==> src/rtl/softex_lane_gather.sv <==
// Joins the SoftEx lane result streams into full-width, element-interleaved output beats.
// Optional macro SOFTEX_LANE_GATHER_SKID_EN adds a skid register so lane_ready_o no longer depends on out_ready_i.
//
//  state   | meaning
//  --------+--------------------------------------------------------------
//  IDLE    | no job; lanes held off
//  RUN     | joining lane beats until the tail beat has left the output
//  DONE    | one-cycle done_o pulse, then back to IDLE

module softex_lane_gather #(
    parameter int unsigned NUM_LANES  = 4,
    parameter int unsigned LANE_WIDTH = 64,
    parameter int unsigned ELEM_WIDTH = 16,
    parameter int unsigned LEN_WIDTH  = 32
) (
    input  logic                            clk_i,
    input  logic                            rst_ni,
    input  logic                            clear_i,
    input  logic                            start_i,
    input  logic [LEN_WIDTH-1:0]            tot_len_i,
    input  logic [NUM_LANES-1:0]            lane_valid_i,
    input  logic [NUM_LANES*LANE_WIDTH-1:0] lane_data_i,
    output logic [NUM_LANES-1:0]            lane_ready_o,
    output logic                            out_valid_o,
    output logic [NUM_LANES*LANE_WIDTH-1:0] out_data_o,
    output logic [NUM_LANES*LANE_WIDTH/8-1:0] out_strb_o,
    output logic                            out_last_o,
    input  logic                            out_ready_i,
    output logic                            busy_o,
    output logic                            done_o
);

    localparam int unsigned DATA_WIDTH = NUM_LANES * LANE_WIDTH;
    localparam int unsigned STRB_WIDTH = DATA_WIDTH / 8;
    localparam int unsigned EPB        = DATA_WIDTH / ELEM_WIDTH;
    localparam int unsigned ELEM_BYTES = ELEM_WIDTH / 8;
    localparam logic [LEN_WIDTH-1:0] EPB_LEN = LEN_WIDTH'(EPB);

    typedef enum logic [1:0] {
        ST_IDLE = 2'd0,
        ST_RUN  = 2'd1,
        ST_DONE = 2'd2
    } state_e;

    state_e               state_q, state_d;
    logic [LEN_WIDTH-1:0] rem_q, rem_d;

    logic                  out_valid_q;
    logic [DATA_WIDTH-1:0] out_data_q;
    logic [STRB_WIDTH-1:0] out_strb_q;
    logic                  out_last_q;

    logic                  is_last;
    logic                  job_open;
    logic                  can_load;
    logic                  lane_xfer;
    logic                  out_fire;
    logic [EPB-1:0]        elem_keep;
    logic [DATA_WIDTH-1:0] beat_data;
    logic [STRB_WIDTH-1:0] beat_strb;

    assign is_last  = (rem_q <= EPB_LEN);
    assign job_open = (state_q == ST_RUN) && (rem_q != '0);
    assign out_fire = out_valid_q && out_ready_i;

    // Element k comes from lane k % NUM_LANES, slot k / NUM_LANES; tail elements are zeroed.
    for (genvar k = 0; k < EPB; k++) begin : g_elem
        localparam logic [LEN_WIDTH-1:0] K_LEN = LEN_WIDTH'(k);
        localparam int unsigned SRC_LSB = (k % NUM_LANES) * LANE_WIDTH + (k / NUM_LANES) * ELEM_WIDTH;

        assign elem_keep[k] = !is_last || (K_LEN < rem_q);
        assign beat_data[k*ELEM_WIDTH +: ELEM_WIDTH] =
            elem_keep[k] ? lane_data_i[SRC_LSB +: ELEM_WIDTH] : '0;
        assign beat_strb[k*ELEM_BYTES +: ELEM_BYTES] = {ELEM_BYTES{elem_keep[k]}};
    end

`ifdef SOFTEX_LANE_GATHER_SKID_EN
    logic                  skid_valid_q;
    logic [DATA_WIDTH-1:0] skid_data_q;
    logic [STRB_WIDTH-1:0] skid_strb_q;
    logic                  skid_last_q;

    assign can_load = !skid_valid_q;
`else
    assign can_load = !out_valid_q || out_ready_i;
`endif

    // All lanes are consumed together or not at all.
    assign lane_xfer    = job_open && (&lane_valid_i) && can_load;
    assign lane_ready_o = {NUM_LANES{lane_xfer}};

    always_ff @(posedge clk_i or negedge rst_ni) begin
        if (!rst_ni) begin
            state_q <= ST_IDLE;
            rem_q   <= '0;
        end else begin
            state_q <= state_d;
            rem_q   <= rem_d;
        end
    end

    always_comb begin
        state_d = state_q;
        rem_d   = rem_q;
        if (clear_i) begin
            state_d = ST_IDLE;
            rem_d   = '0;
        end else begin
            case (state_q)
                ST_IDLE: begin
                    if (start_i) begin
                        if (tot_len_i == '0) begin
                            state_d = ST_DONE;
                        end else begin
                            state_d = ST_RUN;
                            rem_d   = tot_len_i;
                        end
                    end
                end
                ST_RUN: begin
                    if (lane_xfer) begin
                        rem_d = is_last ? '0 : (rem_q - EPB_LEN);
                    end
                    if (out_fire && out_last_q) begin
                        state_d = ST_DONE;
                    end
                end
                ST_DONE: begin
                    state_d = ST_IDLE;
                end
                default: begin
                    state_d = ST_IDLE;
                end
            endcase
        end
    end

`ifdef SOFTEX_LANE_GATHER_SKID_EN
    // A beat joined while the output is stalled parks in the skid register; the skid always drains first.
    always_ff @(posedge clk_i or negedge rst_ni) begin
        if (!rst_ni) begin
            out_valid_q  <= 1'b0;
            out_data_q   <= '0;
            out_strb_q   <= '0;
            out_last_q   <= 1'b0;
            skid_valid_q <= 1'b0;
            skid_data_q  <= '0;
            skid_strb_q  <= '0;
            skid_last_q  <= 1'b0;
        end else if (clear_i) begin
            out_valid_q  <= 1'b0;
            out_data_q   <= '0;
            out_strb_q   <= '0;
            out_last_q   <= 1'b0;
            skid_valid_q <= 1'b0;
            skid_data_q  <= '0;
            skid_strb_q  <= '0;
            skid_last_q  <= 1'b0;
        end else if (!out_valid_q || out_ready_i) begin
            if (skid_valid_q) begin
                out_valid_q  <= 1'b1;
                out_data_q   <= skid_data_q;
                out_strb_q   <= skid_strb_q;
                out_last_q   <= skid_last_q;
                skid_valid_q <= 1'b0;
            end else if (lane_xfer) begin
                out_valid_q <= 1'b1;
                out_data_q  <= beat_data;
                out_strb_q  <= beat_strb;
                out_last_q  <= is_last;
            end else begin
                out_valid_q <= 1'b0;
            end
        end else if (lane_xfer) begin
            skid_valid_q <= 1'b1;
            skid_data_q  <= beat_data;
            skid_strb_q  <= beat_strb;
            skid_last_q  <= is_last;
        end
    end
`else
    always_ff @(posedge clk_i or negedge rst_ni) begin
        if (!rst_ni) begin
            out_valid_q <= 1'b0;
            out_data_q  <= '0;
            out_strb_q  <= '0;
            out_last_q  <= 1'b0;
        end else if (clear_i) begin
            out_valid_q <= 1'b0;
            out_data_q  <= '0;
            out_strb_q  <= '0;
            out_last_q  <= 1'b0;
        end else if (lane_xfer) begin
            out_valid_q <= 1'b1;
            out_data_q  <= beat_data;
            out_strb_q  <= beat_strb;
            out_last_q  <= is_last;
        end else if (out_ready_i) begin
            out_valid_q <= 1'b0;
        end
    end
`endif

    assign out_valid_o = out_valid_q;
    assign out_data_o  = out_data_q;
    assign out_strb_o  = out_strb_q;
    assign out_last_o  = out_last_q;
    assign busy_o      = (state_q != ST_IDLE);
    assign done_o      = (state_q == ST_DONE);

endmodule

==> config.mk <==
export PLATFORM = sky130hd
export DESIGN_NAME = softex_lane_gather
export DESIGN_NICKNAME = d
export VERILOG_FILES = /design/src/rtl/softex_lane_gather.sv
export SDC_FILE = /design/constraint.sdc
export NUM_CORES = 1
export LEC_CHECK = 0
export ABC_AREA = 1
export CORE_AREA = 10 10 221 223
export DETAILED_ROUTE_END_ITERATION = 12
export DIE_AREA = 0 0 231 233
export GPL_ROUTABILITY_DRIVEN = 0
export PLACE_DENSITY_LB_ADDON = 0.2
export SYNTH_ARGS = -nofsm -noshare
export SYNTH_HDL_FRONTEND = slang
export SYNTH_SLANG_ARGS = --single-unit
==> constraint.sdc <==
create_clock -name clk_i -period 2.3 [get_ports clk_i]
set_input_delay 0.46 -clock clk_i [delete_from_list [all_inputs] [get_ports clk_i]]
set_output_delay 0.46 -clock clk_i [all_outputs]
set_load 0.01 [all_outputs]
==> impl_summary.txt <==
----------------------------------------------------
[Yosys]
  Share of Yosys cell area claimed by the top area cell type ... 55.11%
  Synth cell count leaders ... 672 x sky130_fd_sc_hd__nand2_1, 308 x sky130_fd_sc_hd__dfrtp_1, 204 x sky130_fd_sc_hd__nand3_1
  Number of synthesized register bits ... 308
  Async set or reset register ratio after synthesis ... 100.0%
  Number of flops mapped to enable cells by yosys ... 0
  Main synth FF type ... sky130_fd_sc_hd__dfrtp_1
  Most common cell in the synthesized netlist ... sky130_fd_sc_hd__nand2_1
  Sequential area share after synthesis ... 55.11%
  Post-synthesis cell count ... 1697
  Synth area leaders ... sky130_fd_sc_hd__dfrtp_1 55%, sky130_fd_sc_hd__nand2_1 18%, sky130_fd_sc_hd__nand3_1 7.3%
  Summed instance area of the synthesized netlist ... 13990 sq um
  Number of unique standard cell types used by synthesis ... 38
  Synth Net Count ... 1997
  Cell type contributing the most total cell area after synthesis ... sky130_fd_sc_hd__dfrtp_1
  Synth warnings ... 0
  Average footprint of a synthesized cell ... 8.242 sq um

[STA]
  Fin Clk Skew ... 18.99 ps
  Headroom to the max-slew limit ... 52.12%
  Number of pins exceeding their max-slew limit in the final report ... 0
  Total of endpoints with negative setup slack in the final report ... 4
  Final worst slack ... -35.40 ps
  Pin slew with the least headroom to its limit ... 715.5 ps
  Number of hold-slack violations in the final timing report ... 0
  Setup repair after global routing missed its margin ... true
  Max Clk Rate ... 428.2 MHz
  Period utilization ... 101.5%
  Tmin final ... 2335 ps

[Global route]
  Global route overflow ... 0
  Global routing usage summed across all routing layers ... 20.83%
  Met1 capacity usage during global routing ... 24.30%
  Number of antenna violations at the first check in global routing ... 4
  First-pass GRT wire length ... 86700 microns
  Global routing usage on met2 ... 37.04%
  GR met3 Demand/Resource ... 5.987%
  Pin count of the biggest net entering global routing ... 56
  Via count of the first global-routing pass ... 13830
  Most congested layer reported by global routing ... met2

[Floorplan]
  Cell Rows ... 77
  Number of top-level pins ... 593
  Initial core utilization ... 31.70%
  Area of the core ... 44120 sq um
  Die boundary height ... 233 microns
  Horizontal die dimension ... 231 microns
  Floorplan die area ... 53820 sq um

[Route]
  Wire length per cell ... 19.87 microns
  Post-route antenna net violation count ... 0
  Residual DRC count ... 0
  DRT Pass-1 Iters ... 7
  Final Routed Wirelength ... 59310 microns
  Initial DRC Count ... 1037
  Average vias per placed instance ... 4.614
  Vias after detailed routing ... 13770

[Status]
  Violated checks ... setup timing
  Outcome ... finished with violations

[Setup path]
  Highest fanout seen on the critical path ... 5
  Reg-to-reg startpoint ... rem_q[4]
  CP Capture Type ... output port
  Sum of buffers and inverters on the critical path ... 2
  Type of element launching the critical path ... register
  Worst stage delay on the critical path ... 420 ps
  Most frequent cell on the critical path ... sky130_fd_sc_hd__nand2_2
  Standard cell with the maximum stage delay on the critical path ... sky130_fd_sc_hd__dfrtp_1
  Critical Path, Cell by Cell ... nor2_4 > nand2_2 > nor2_4 > nand2_2 > nor2_2 > nand2_2 > nand3_4 > inv_6 > buf_2
  Worst setup path startpoint ... rem_q[15]
  Crit path max-delay family ... simple AND/OR/NAND/NOR gates
  Data arrival time of the critical path ... 1880 ps
  Critical setup path kind ... register to output port
  Required time of the critical path ... 1840 ps

[Clock tree]
  CTS H-tree depth ... 2
  Max clock buf depth ... 3
  Clock-pin slew on the worst setup and hold paths ... 60 ps
  Sinks on the clock net ... 308
  TritonCTS clock tree ... yes
  Clock buffers created by TritonCTS ... 37
  Clock latency on the worst-skew pair ... 550 ps
  Library cell used as clock root buffer ... sky130_fd_sc_hd__clkbuf_16

[Run]
  Reported max-cap violation count ... 0

[Placement]
  Cell Area, Placed ... 21110 sq um
  Port Buffers ... 592
  HPWL reported at the end of detailed placement ... 44880 microns

[Power]
  Highest ir drop seen on vdd ... 0.5135 mV
  Total Power ... 14990 uW
  Leakage power summed over all cells ... 0.01099 uW
  Power per unit of standard cell area ... 660.5 nW/um^2

[Layout]
  Share of final-layout standard cells stronger than drive strength 1 ... 10.92%
  Area growth, synth to finish ... 62.22%
  Number of nets in the layout ... 2665
  Final standard cell area without fillers ... 22690 sq um

[Min path]
  Path type of the worst min-delay path ... input pin to asynchronous set/reset pin

----------------------------------------------------
[state kept, by name (all words and copies together) (netlist names)]
name / flops
rem_q: 32
state_q: 2
out_data_o: 256
out_last_o: 1
out_strb_o: 16
out_valid_o: 1
[worst paths after layout]
| path | endpoint | slack, ps | cells after the start |
|---|---|---|---|
| setup reg to reg | out_data_o[36] | 50 | 13 |
| min in group clk_i | out_data_o[145] | 450 | 3 |
| setup / recovery | lane_ready_o[1] | -40 | 9 |
| max in group asynchronous | out_data_o[43] | 960 | 3 |
| hold / removal | out_data_o[63] | 430 | 2 |
| hold reg to reg | out_data_o[12] | 470 | 2 |
[metal layers]
metal  up-vias  routed length, microns
met1      6608                   23340
met5         -                      13
met3        62                    4243
met4         2                    1063
met2       417                   30650
li1       6683                       -
[report_power, final]
group          internal (uW)  switching [uW]
combinational           1600            1650
sequential              5670             182
clock                   3540            2340
total                  10800            4180
[layout make-up]
cell class	instances	area, sq um
fill	4208	21440
sequential	308	7707
timing repair buffer	727	7249
multi-input combinational	1176	5325
clock buffer	53	1099
tap	592	740.7
inverter	115	444.2
clock inverter	11	115.1
antenna	3	7.507
[through the flow]
stage / hold slack, ps / cells / utilization [%] / TNS, ps / setup slack, ps
floorplan: 164.4 / 1697 / - / 0 / 305.4
global placement: 432.9 / 2893 / 47.83 / -17740 / -377.7
detailed placement: 437.6 / 2893 / 47.83 / -22570 / -391.8
CTS: 422.4 / 2974 / 50.92 / -327.1 / -83.61
global route: 448.6 / 2984 / 51.41 / -1129 / -139.5
finish: 432.0 / 2985 / 51.42 / -131.9 / -35.40
[what timing repair did]
item,4_1_cts,5_1_grt
hold buffers,1,0
setup endpoints to repair,7,195
hold endpoints to repair,44,0
buffers inserted,16,6
resized for setup,27,36
cloned,0,2
pin swaps,12,7
[cells by family after synthesis]
family,after synthesis,synth area share (%)
AOI/OAI and AO/OA,138,5.153
xor gates and xnor gates,15,0.9394
adders and majority gates,3,0.2684
buffers and inverters,215,8.141
DFF,308,55.11
and+or+nand+nor,1018,30.39
[placed cells by master, fill, tap and decap left out, drive strengths merged, types with 2 or more instances in the layout]
cell type / n
a211oi: 2
a21oi: 7
buf: 139
bufinv: 2
clkbuf: 53
clkdlybuf4s50: 587
clkinv: 7
dfrtp: 308
diode: 3
ha: 3
inv: 116
nand2: 685
nand3: 210
nand3b: 2
nand4: 9
nor2: 104
nor3: 9
o211ai: 3
o21a: 2
o21ai: 122
xnor2: 2
xor2: 13
Power figures use the tool's default switching activity.
